File: config.mk
export PLATFORM = sky130hd
export DESIGN_NAME = hilo_ctrl
export DESIGN_NICKNAME = d
export VERILOG_FILES = /design/src/rtl/hilo_ctrl.sv
export SDC_FILE = /design/constraint.sdc
export NUM_CORES = 1
export LEC_CHECK = 0
export BUFFER_PORTS_ARGS = -buffer_cell sky130_fd_sc_hd__buf_2
export CAP_MARGIN = 30
export CORE_MARGIN = 5
export CORE_UTILIZATION = 42
export DETAILED_ROUTE_END_ITERATION = 10
export GPL_TIMING_DRIVEN = 0
export PLACE_DENSITY_LB_ADDON = 0.12
export SYNTH_ARGS = -nofsm -noshare
export SYNTH_HDL_FRONTEND = slang
export SYNTH_SLANG_ARGS = --single-unit
File: constraint.sdc
create_clock -name clk -period 1.9 [get_ports clk]
set_input_delay 0.19 -clock clk [delete_from_list [all_inputs] [get_ports clk]]
set_output_delay 0.19 -clock clk [all_outputs]
set_load 0.01 [all_outputs]
File: src/rtl/hilo_ctrl.sv
`default_nettype none
// ============================================================================
//  Module   : hilo_ctrl
//  Function : HI/LO register pair with a small controller that waits for a
//             multiplier or divider result, captures it, and flags
//             divide-by-zero and timeout conditions. HI/LO can also be
//             written directly (mthi/mtlo) while idle.
//  Revision : 1.0 - initial release
// ============================================================================
module hilo_ctrl #(
   parameter int WIDTH   = 32,
   parameter int TIMEOUT = 64
) (
   input  logic             clk,
   input  logic             reset_n,
   input  logic             mult_start,
   input  logic             div_start,
   input  logic             mult_done,
   input  logic [WIDTH-1:0] mult_hi,
   input  logic [WIDTH-1:0] mult_lo,
   input  logic             div_done,
   input  logic [WIDTH-1:0] div_rem,
   input  logic [WIDTH-1:0] div_quo,
   input  logic             div_by_zero,
   input  logic             mthi,
   input  logic             mtlo,
   input  logic [WIDTH-1:0] wdata,
   output logic [WIDTH-1:0] hi,
   output logic [WIDTH-1:0] lo,
   output logic             busy,
   output logic             ready,
   output logic             err_div0,
   output logic             err_timeout
);

   typedef enum logic [1:0] {
      IDLE      = 2'd0,
      WAIT_MULT = 2'd1,
      WAIT_DIV  = 2'd2
   } state_t;

   // Count value present on the cycle whose edge would take the wait
   // counter to TIMEOUT-1; a missing done on that edge is a timeout.
   localparam logic [15:0] c_cnt_last = 16'(TIMEOUT - 2);

   state_t             r_state;
   logic [15:0]        r_cnt;
   logic [WIDTH-1:0]   r_hi;
   logic [WIDTH-1:0]   r_lo;
   logic               r_ready;
   logic               r_err_div0;
   logic               r_err_timeout;
   logic               w_expire;

   // Wait budget exhausted on this edge unless the matching done shows up.
   assign w_expire = (r_cnt == c_cnt_last);

   // Controller state, wait counter, HI/LO and status flags.
   always_ff @(posedge clk or negedge reset_n) begin
      if (!reset_n) begin
         r_state       <= IDLE;
         r_cnt         <= '0;
         r_hi          <= '0;
         r_lo          <= '0;
         r_ready       <= 1'b0;
         r_err_div0    <= 1'b0;
         r_err_timeout <= 1'b0;
      end else begin
         r_ready <= 1'b0;
         case (r_state)
            IDLE: begin
               if (mult_start) begin
                  r_state       <= WAIT_MULT;
                  r_cnt         <= '0;
                  r_err_div0    <= 1'b0;
                  r_err_timeout <= 1'b0;
               end else if (div_start) begin
                  r_state       <= WAIT_DIV;
                  r_cnt         <= '0;
                  r_err_div0    <= 1'b0;
                  r_err_timeout <= 1'b0;
               end else begin
                  if (mthi) r_hi <= wdata;
                  if (mtlo) r_lo <= wdata;
               end
            end
            WAIT_MULT: begin
               if (mult_done) begin
                  r_hi    <= mult_hi;
                  r_lo    <= mult_lo;
                  r_ready <= 1'b1;
                  r_state <= IDLE;
               end else begin
                  r_cnt <= r_cnt + 16'd1;
                  if (w_expire) begin
                     r_err_timeout <= 1'b1;
                     r_state       <= IDLE;
                  end
               end
            end
            WAIT_DIV: begin
               if (div_done) begin
                  // A zero divisor invalidates the result: keep HI/LO.
                  if (div_by_zero) begin
                     r_err_div0 <= 1'b1;
                  end else begin
                     r_hi    <= div_rem;
                     r_lo    <= div_quo;
                     r_ready <= 1'b1;
                  end
                  r_state <= IDLE;
               end else begin
                  r_cnt <= r_cnt + 16'd1;
                  if (w_expire) begin
                     r_err_timeout <= 1'b1;
                     r_state       <= IDLE;
                  end
               end
            end
            default: begin
               r_state <= IDLE;
            end
         endcase
      end
   end

   assign hi          = r_hi;
   assign lo          = r_lo;
   assign busy        = (r_state != IDLE);
   assign ready       = r_ready;
   assign err_div0    = r_err_div0;
   assign err_timeout = r_err_timeout;

endmodule
`default_nettype wire

**Word-level counts from Yosys, hierarchy flattened**

Cells that the tools add are included.

- Mux-type cells: 38
- Add/sub/neg operators: 1
- Reduce and logical (&&, ||, !) cells: 8
- Equality and inequality tests: 14

Operators by type and width:

| operator | number |
|---|---|
| $mux 32 | 12 |
| $pmux 32 s3 | 2 |
| $mux 16 | 4 |
| $pmux 16 s3 | 1 |
| $ne 2x2->1 const B | 10 |
| $add 16x1->16 const B | 1 |
| $eq 16x6->1 const B | 1 |
| $reduce_and 7->1 | 2 |
| $mux 1 | 10 |
| $mux 2 | 5 |
| $reduce_and 4->1 | 2 |
| $pmux 2 s3 | 1 |
| $pmux 1 s2 | 2 |
| $reduce_bool 2->1 | 2 |
| $ne 3x3->1 const B | 1 |
| $pmux 1 s3 | 1 |
| $reduce_bool 3->1 | 1 |
| $eq 2x1->1 const B | 1 |
| $eq 2x2->1 const B | 1 |
| $logic_not 2->1 | 1 |

- Output and inout port bits: 68
- Input bits: 169
- Word-level logic and storage cells: 68
- Register bits: 85

**Longest topological paths before layout**

Gate-level depths: netlist (run 1).

- Depth in word-level cells: 4
- Gate-level depth with buffers: 8
- Gate-level depth less buffers: 6

**Least setup slack after synthesis (run 1)**

OpenSTA, ideal clock, no wires.

- Path type: flip-flop to flip-flop
- Start: register r_state[0]
- End: register r_lo[17] (netlist: lo[17])
- Library setup time: 0.125 ns
- Path buffers: 2
- Stages on the path, launching flop included: 8
- Data required time: 1.775 ns
- Arrival time: 1.672 ns
- Path slack: 0.103 ns
- Period minus slack after synthesis: 1.797 ns
- Cell sequence: dfrtp_1 -> inv_1 -> ha_1 -> clkbuf_1 -> a221oi_4 -> o21ai_2 -> buf_6 -> mux2_4

- Longest elaborated chain between the ends: 3

RTL lines:

| item | RTL line | text |
|---|---|---|
| start: declaration | 46 | `state_t r_state;` |
| start signal: assignment | 61 | `r_state <= IDLE;` |
| start signal: assignment | 73 | `r_state <= WAIT_MULT;` |
| start signal: assignment | 78 | `r_state <= WAIT_DIV;` |
| $eq 2x2->1 (tied with other cells) | 70 | `case (r_state)` |
| $ne 2x2->1 (no line) / $reduce_bool 3->1 (equally long branches) | - |  |
| $reduce_and 7->1 (no line) | - |  |
| end signal: assignment | 84 | `if (mtlo) r_lo <= wdata;` |
| end signal: assignment | 90 | `r_lo <= mult_lo;` |
| end signal: assignment | 108 | `r_lo <= div_quo;` |
| end: declaration | 49 | `logic [WIDTH-1:0] r_lo;` |

Parallel ways exist; a longest one is shown, timed or not.
A chain may end at the register's enable or synchronous reset.

**Worst setup path after layout (run 1)**

- Start: register r_state[0]
- End: register r_cnt[9]

- Longest elaborated chain between the ends: 3

RTL lines:

| item | RTL line | text |
|---|---|---|
| $eq 2x2->1 (tied with other cells) | 70 |  |
| $ne 2x2->1 (no line) (tied with other cells) | - |  |
| $reduce_and 4->1 (no line) | - |  |
| end signal: assignment | 94 | `r_cnt <= r_cnt + 16'd1;` |
| end signal: assignment | 113 | `r_cnt <= r_cnt + 16'd1;` |
| end: declaration | 47 | `logic [15:0] r_cnt;` |

Parallel ways exist; a longest one is shown, timed or not.

==> results of run 1 <==
-- per-stage QoR --
| stage | setup TNS [ps] | std cells | instance area [sq um] |
|---|---|---|---|
| finish | -6.53 | 881 | 6760 |
| global route | -1500 | 881 | 6760 |
| CTS | -9.91 | 879 | 6650 |
| detailed placement | -21200 | 860 | 6250 |
| global placement | -25800 | 859 | 6220 |
| floorplan | 0 | 480 | 4860 |
-- worst max-delay path: stages, from the launching register on --
cell and delay [ps]:
dfrtp_2 440, inv_2 130, ha_4 170, or3b_4 410, and3_1 220, buf_6 150
nand4_1 100, o311ai_0 140
-- logic make-up (layout without fill, tap and decap cells) --
family	count (synthesis)	count (layout)	synth area share, %
AOI/OAI and AO/OA	159	159	21.9
and+or+nand+nor	113	113	11.7
DFF	85	85	43.7
muxes	66	66	15.5
buffers and inverters	50	308	5.40
adders and majority gates	7	7	1.80
-- worst paths after layout --
check	startpoint	end	slack [ps]
setup reg to reg	r_state[0]$_DFFE_PN0N_	r_cnt[9]$_DFFE_PN0P_	-7
setup / recovery	r_state[0]$_DFFE_PN0N_	r_cnt[9]$_DFFE_PN0P_	-7
hold reg to reg	lo[3]$_DFFE_PN0P_	lo[3]$_DFFE_PN0P_	500
hold / removal	div_by_zero	ready$_DFF_PN0_	150
max in group asynchronous	reset_n	hi[25]$_DFFE_PN0P_	900
min in group asynchronous	reset_n	r_cnt[15]$_DFFE_PN0P_	360
-- repair_timing --
| item | 4_1_cts | 5_1_grt |
|---|---|---|
| buffers inserted | 3 | 1 |
| pin swaps | 2 | 2 |
| hold buffers | 1 | 0 |
| cloned | 0 | 2 |
| setup endpoints to repair | 81 | 78 |
| resized for setup | 36 | 20 |
| endpoints found under the hold margin | 36 | 0 |
-- metal layers --
metal	GRT usage, %	vias up	part of all wire, %
met5	0	-	0
met4	7.81	0	1.8
met3	5.19	20	6.8
met2	40.8	196	51
met1	30.3	2397	41
li1	-	2313	-
-- placed cells by master, fill, tap and decap left out, types with 3 or more instances in the layout --
master	Yosys	routed
nand4_1	8	8
clkbuf_2	1	8
nand2b_1	4	4
a21oi_1	68	68
mux2_4	3	3
clkinv_2	0	3
clkbuf_4	0	10
nand3_1	9	9
a2bb2oi_1	4	4
nand2_1	27	27
nor4_1	6	5
nor3b_1	4	4
buf_2	14	244
a22oi_1	64	59
ha_4	0	3
dfrtp_1	85	84
buf_6	7	9
o31ai_1	4	4
nor2_1	35	33
ha_1	7	3
mux2_2	61	61
nor3_1	6	6
a22oi_2	1	6
inv_1	9	8
buf_4	1	7
clkbuf_16	0	10
-- final cells by class --
type                    instances  area share, %
repair buffers                244           19.1
plain buffers                  39           4.15
inverters                       9          0.500
multi-input cells             345           38.0
clock inverters                 6          0.574
well taps                     143           2.65
clock buffers                  10           3.54
flip-flops and latches         85           31.5
-- power by group through the flow --
stage                     combinational [W]  sequential, W  clock (W)
after global routing                0.00853        0.00312    0.00177
after detailed placement            0.00732        0.00305          0
after floorplan                     0.00451        0.00337          0
final                               0.00787        0.00303    0.00166
after global placement              0.00718        0.00302          0
after CTS                           0.00765        0.00303    0.00169
-- state kept, by name (all words and copies together), names as in the netlist --
| signal | cells |
|---|---|
| hi | 32 |
| lo | 32 |
| r_cnt | 16 |
| r_state | 2 |
| err_div0 | 1 |
| err_timeout | 1 |
| ready | 1 |
==> metrics.md, run 1 <==
| Metric | Value |
|---|---|
| Status | finished with violations |
| Violated checks | setup timing |
| Mapped Cells | 480 |
| I/O pins | 237 |
| PortBufs | 236 |
| LEAKAGE | 3.22 nW |
| Std cell rows | 39 |
| FF+latch area | 2130 sq um |
| Sequential Power Share | 24.1% |
| First-pass GRT wire length | 27200 um |
| CTS max path bufs | 2 |
| Tcrit/Tclk final | 100% |
| Reg2Reg Depth | 7 |
| Final setup viols | 1 |
| Combinational share of power | 62.6% |
| Part of the power in the clock network | 13.2% |
| Worst skew pair latency | 340 ps |
| CTS root buf | clkbuf_16 |
| Setup ws final | -6.53 ps |
| Routed vias | 4926 |
| Top-area cell type share of the netlist area | 43.7% |
| Core area | 11400 sq um |
| Peak Freq | 0.525 GHz |
| DR pass1 iterations | 5 |
| Place WS | -454 ps |
| Worst setup EP type | flop |
| Number of max-cap violations | 0 |
| Clock Skews | 9.58 ps |
| Switching share of power | 42.7% |
| GRT Residual Overflow | 0 |
| Maximum VDD drop | 0.871 mV |
| Max Slew Vio Count | 0 |
| DR WL/cell | 19.7 um |
| PwrDens | 1860 nW/um^2 |
| Area Overhead vs Synth | 39.0% |
| Critical Path Fanout Max | 10 |
| Synthesized net count | 656 |
| Largest net degree at the start of global routing | 50 |
| Synth warn | 0 |
| Internal | 0.00720 W |
| Antenna cells | 0 |
| Syn avg cell area | 10.1 sq um |
| Min-Delay Path Depth | 3 |
| Top FF cell, synth | dfrtp_1 |
| Clock transition at path regs | 70 ps |
| Worst hold slack | 154 ps |
| Nets | 909 |
| HP Class | in -> reg |
| Power consumption | 0.0126 W |
| Post-synth EDFFs | 0 |
| FF+latch count, synth | 85 |
| CP required | 2090 ps |
| WL final | 17300 um |
| Die Area | 13800 sq um |
| Synth cell types | 46 |
| Footprint of the multi-input gates | 2570 sq um |
| Initial drt markers | 253 |
| Seq/Total Area, Yosys | 43.7% |
| Yosys top cell by area | dfrtp_1 |
| CTS Buf Count | 9 |
| Post-synthesis cell area | 4860 sq um |
| Most common library cells after synthesis | dfrtp_1, a21oi_1, a22oi_1 |
| Post-route ant nets | 0 |
| GPL Wtd Cong | 0.900 |
| CP Launch Type | flop |
| Switch Pwr | 0.00536 W |
| CP Data Arrival Time | 2090 ps |
| Top post-synthesis cells by area | dfrtp_1, mux2_2, a22oi_1, a21oi_1, nor2_1 |
| Initial antenna violation count | 0 |
| Most common cell in the netlist | dfrtp_1 |
| Residual DRC count | 0 |
| Share of cells above drive strength 1 | 52.0% |
| Gr usage total | 24.0% |
| Clk sinks | 85 |
| Vias in the first global route | 5175 |
| Final Hold Viols | 0 |
| Die H | 118 um |
| Worst-Margin Slew | 520 ps |
| Final core occ | 59.4% |
| Die Wd | 118 um |
| Async SR Flop Fraction | 100% |
| Final HPWL DP | 13400 um |
| RSZ-0062 raised after global routing | yes |
| Slew headroom | 65.4% |
| CTS tree | built |
| Vias per inst | 5.59 |
| Kind of critical path | reg -> reg |
| Final min period | 1910 ps |
| Initial Util | 42.8% |
| # fillers | 1025 |
| CTS H-Tree Depth | 3 |
No activity file was read; power rests on OpenSTA's default activity.
==> run 2: changes to the inputs <==
--- a/config.mk
+++ b/config.mk
@@ -5,12 +5,13 @@
 export SDC_FILE = /design/constraint.sdc
 export NUM_CORES = 1
 export LEC_CHECK = 0
-export BUFFER_PORTS_ARGS = -buffer_cell sky130_fd_sc_hd__buf_2
+export BUFFER_PORTS_ARGS = -buffer_cell sky130_fd_sc_hd__clkbuf_2
 export CAP_MARGIN = 30
 export CORE_MARGIN = 5
 export CORE_UTILIZATION = 42
 export DETAILED_ROUTE_END_ITERATION = 10
 export GPL_TIMING_DRIVEN = 0
+export MAX_ROUTING_LAYER = met4
 export PLACE_DENSITY_LB_ADDON = 0.12
 export SYNTH_ARGS = -nofsm -noshare
 export SYNTH_HDL_FRONTEND = slang
==> metrics.md, run 2 (synthesis gave the netlist of run 1 again) <==
| Metric | Value |
|---|---|
| CP Data Arrival Time | 2090 ps (about the same) |
| Most frequent cells in the layout | clkbuf_2, dfrtp_1, a21oi_1 |
| PortBufs | 236 (unchanged) |
| Final min period | 1870 ps (-40.5 ps) |
| HP Class | in -> reg |
| CTS tree | built |
| # fillers | 1032 (+0.68%) |
| Initial Util | 42.8% (unchanged) |
| Vias in the first global route | 5198 (+0.44%) |
| Slew headroom | 64.0% (-1.3 points) |
| Combinational share of power | 61.5% (-1.1 points) |
| PwrDens | 1890 nW/um^2 (+1.4%) |
| Die Wd | 118 um (unchanged) |
| Final cell count without fillers | 878 (-0.34%) |
| Peak Freq | 0.536 GHz (+2.2%) |
| Std cell rows | 39 (unchanged) |
| Max Slew Vio Count | 0 (unchanged) |
| CTS max path bufs | 2 (unchanged) |
| GRT Residual Overflow | 0 (unchanged) |
| Largest net degree at the start of global routing | 50 (unchanged) |
| Worst hold slack | 168 ps (+14.4 ps) |
| First-pass GRT wire length | 27100 um (-0.38%) |
| Critical Path Fanout Max | 10 (unchanged) |
| Initial antenna violation count | 0 (unchanged) |
| CP peak stage delay | 390 ps (-50 ps) |
| Clock transition at path regs | 60 ps (about the same) |
| Crit path buf inv count | 2 (unchanged) |
| Worst setup EP type | flop |
| CP Launch Type | flop |
| Antenna cells | 0 (unchanged) |
| CTS root buf | clkbuf_16 |
| Clk sinks | 85 (unchanged) |
| Final setup viols | 0 (-1) |
| Gr usage total | 24.8% (+0.86 points) |
| Maximum VDD drop | 0.862 mV (-1.0%) |
| Final HPWL DP | 13300 um (-0.34%) |
| Placed cell areas | 6250 sq um (unchanged) |
| DR WL/cell | 19.6 um (-0.48%) |
| GPL Wtd Cong | 0.909 (+0.98%) |
| Placed cells | 860 (unchanged) |
| Place WS | -407 ps (+46.4 ps) |
| CP required | 2120 ps (+30 ps) |
| CP top delay family | compound AO/OA/AOI/OAI gates |
| Die H | 118 um (unchanged) |
| Core area | 11400 sq um (unchanged) |
| DR pass1 iterations | 5 (unchanged) |
| Vias per inst | 5.64 (+0.83%) |
| Power consumption | 0.0128 W (+1.8%) |
| Worst-Margin Slew | 540 ps (+20.2 ps) |
| Die Area | 13800 sq um (unchanged) |
| Routed vias | 4950 (+0.49%) |
| WL final | 17200 um (-0.82%) |
| Status | complete, no violations |
| CP cell instances | inv_1 -> ha_2 -> a221oi_4 -> o21ai_4 -> buf_6 -> mux2_4 |
| Setup ws final | 34.0 ps (+40.5 ps) |
| Share of cells above drive strength 1 | 51.6% (-0.47 points) |
| Clock Skews | 5.52 ps (-4.06 ps) |
| Tcrit/Tclk final | 98.2% (-2.1 points) |
| Switching share of power | 41.7% (-1.0 points) |
| CTS H-Tree Depth | 3 (unchanged) |
| I/O pins | 237 (unchanged) |
| Sequential Power Share | 23.9% (-0.2 points) |
| Switch Pwr | 0.00533 W (-0.68%) |
| Number of max-cap violations | 0 (unchanged) |
| LEAKAGE | 3.27 nW (+1.8%) |
| Commonest non-fill, non-tap cell in the layout | clkbuf_2 |
| Residual DRC count | 0 (unchanged) |
| Final Hold Viols | 0 (unchanged) |
| CTS Buf Count | 9 (unchanged) |
| Post-route ant nets | 0 (unchanged) |
| Kind of critical path | reg -> reg |
| Nets | 909 (unchanged) |
| Internal | 0.00746 W (+3.6%) |
| RSZ-0062 raised after global routing | yes |
| Worst skew pair latency | 340 ps (about the same) |
| Part of the power in the clock network | 14.6% (+1.4 points) |
| Initial drt markers | 335 (+32%) |
| Post-route cell area | 6780 sq um (+0.31%) |
| Slowest stage cell, crit path | a221oi_4 |
| Area Overhead vs Synth | 39.4% |
-- run 2: cell count changes in the layout (fill, tap and decap cells not counted), moves of 3 or more --
cell | before | now
buf_6 | 9 | 5
clkbuf_2 | 8 | 242
clkinv_2 | 3 | 0
buf_2 | 244 | 7
buf_4 | 7 | 12
-- run 2: layout make-up --
type / instances / area (sq um) / area share (%)
clock inverter: 2 / 60.1 / 0.886
timing repair buffer: 244 / 1280 / 18.9
inverter: 9 / 33.8 / 0.498
multi-input combinational: 345 / 2560 / 37.8
sequential: 85 / 2130 / 31.4
clock buffer: 11 / 243 / 3.58
buffer: 39 / 292 / 4.30
tap: 143 / 179 / 2.64
-- run 2: per-stage QoR --
step	setup TNS, ps	util (%)
global route	-829	59.6
global placement	-43710	54.7
detailed placement	-21510	55.0
CTS	0	58.7
finish	0	59.6
floorplan	0	-
-- run 2: worst paths after layout --
check	startpoint	end	slack, ps	cells after the start
worst max-delay path	r_state[1]$_DFFE_PN0N_	hi[14]$_DFFE_PN0P_	30	6
worst min-delay path	div_by_zero	ready$_DFF_PN0_	170	3
worst max register to register	r_state[1]$_DFFE_PN0N_	hi[14]$_DFFE_PN0P_	30	6
worst min register to register	hi[27]$_DFFE_PN0P_	hi[27]$_DFFE_PN0P_	500	1
max in group asynchronous	reset_n	lo[18]$_DFFE_PN0P_	880	3
min in group asynchronous	reset_n	r_cnt[15]$_DFFE_PN0P_	390	2
-- run 2: timing repair --
item / in CTS / in global routing
buffers inserted: 5 / 0
hold endpoints to repair: 36 / 0
gates cloned: 0 / 1
pin swaps: 1 / 1
hold buffers: 1 / 0
gates resized for setup: 37 / 17
endpoints found under the setup margin: 81 / 73
-- run 2: per-layer routing --
metal	track usage [%]	share of wire (%)
met1	30.4	41
met3	4.76	6.6
met2	41.3	51
met5	-	0
met4	8.24	2.0
-- run 2: power groups by stage --
stage                     clock (W)  combinational (W)  sequential [W]
after global routing        0.00198            0.00857         0.00314
final                       0.00186            0.00787         0.00306
after global placement            0            0.00716         0.00305
after floorplan                   0            0.00451         0.00337
after detailed placement          0            0.00732         0.00309
after CTS                   0.00189            0.00768         0.00306
-- run 2: tightest hold or removal path, delay by kind of cell --
kind / cells / cell delay (ps)
and+or+nand+nor: 1 / 100
AOI/OAI and AO/OA: 1 / 60
buffers and inverters: 1 / 110
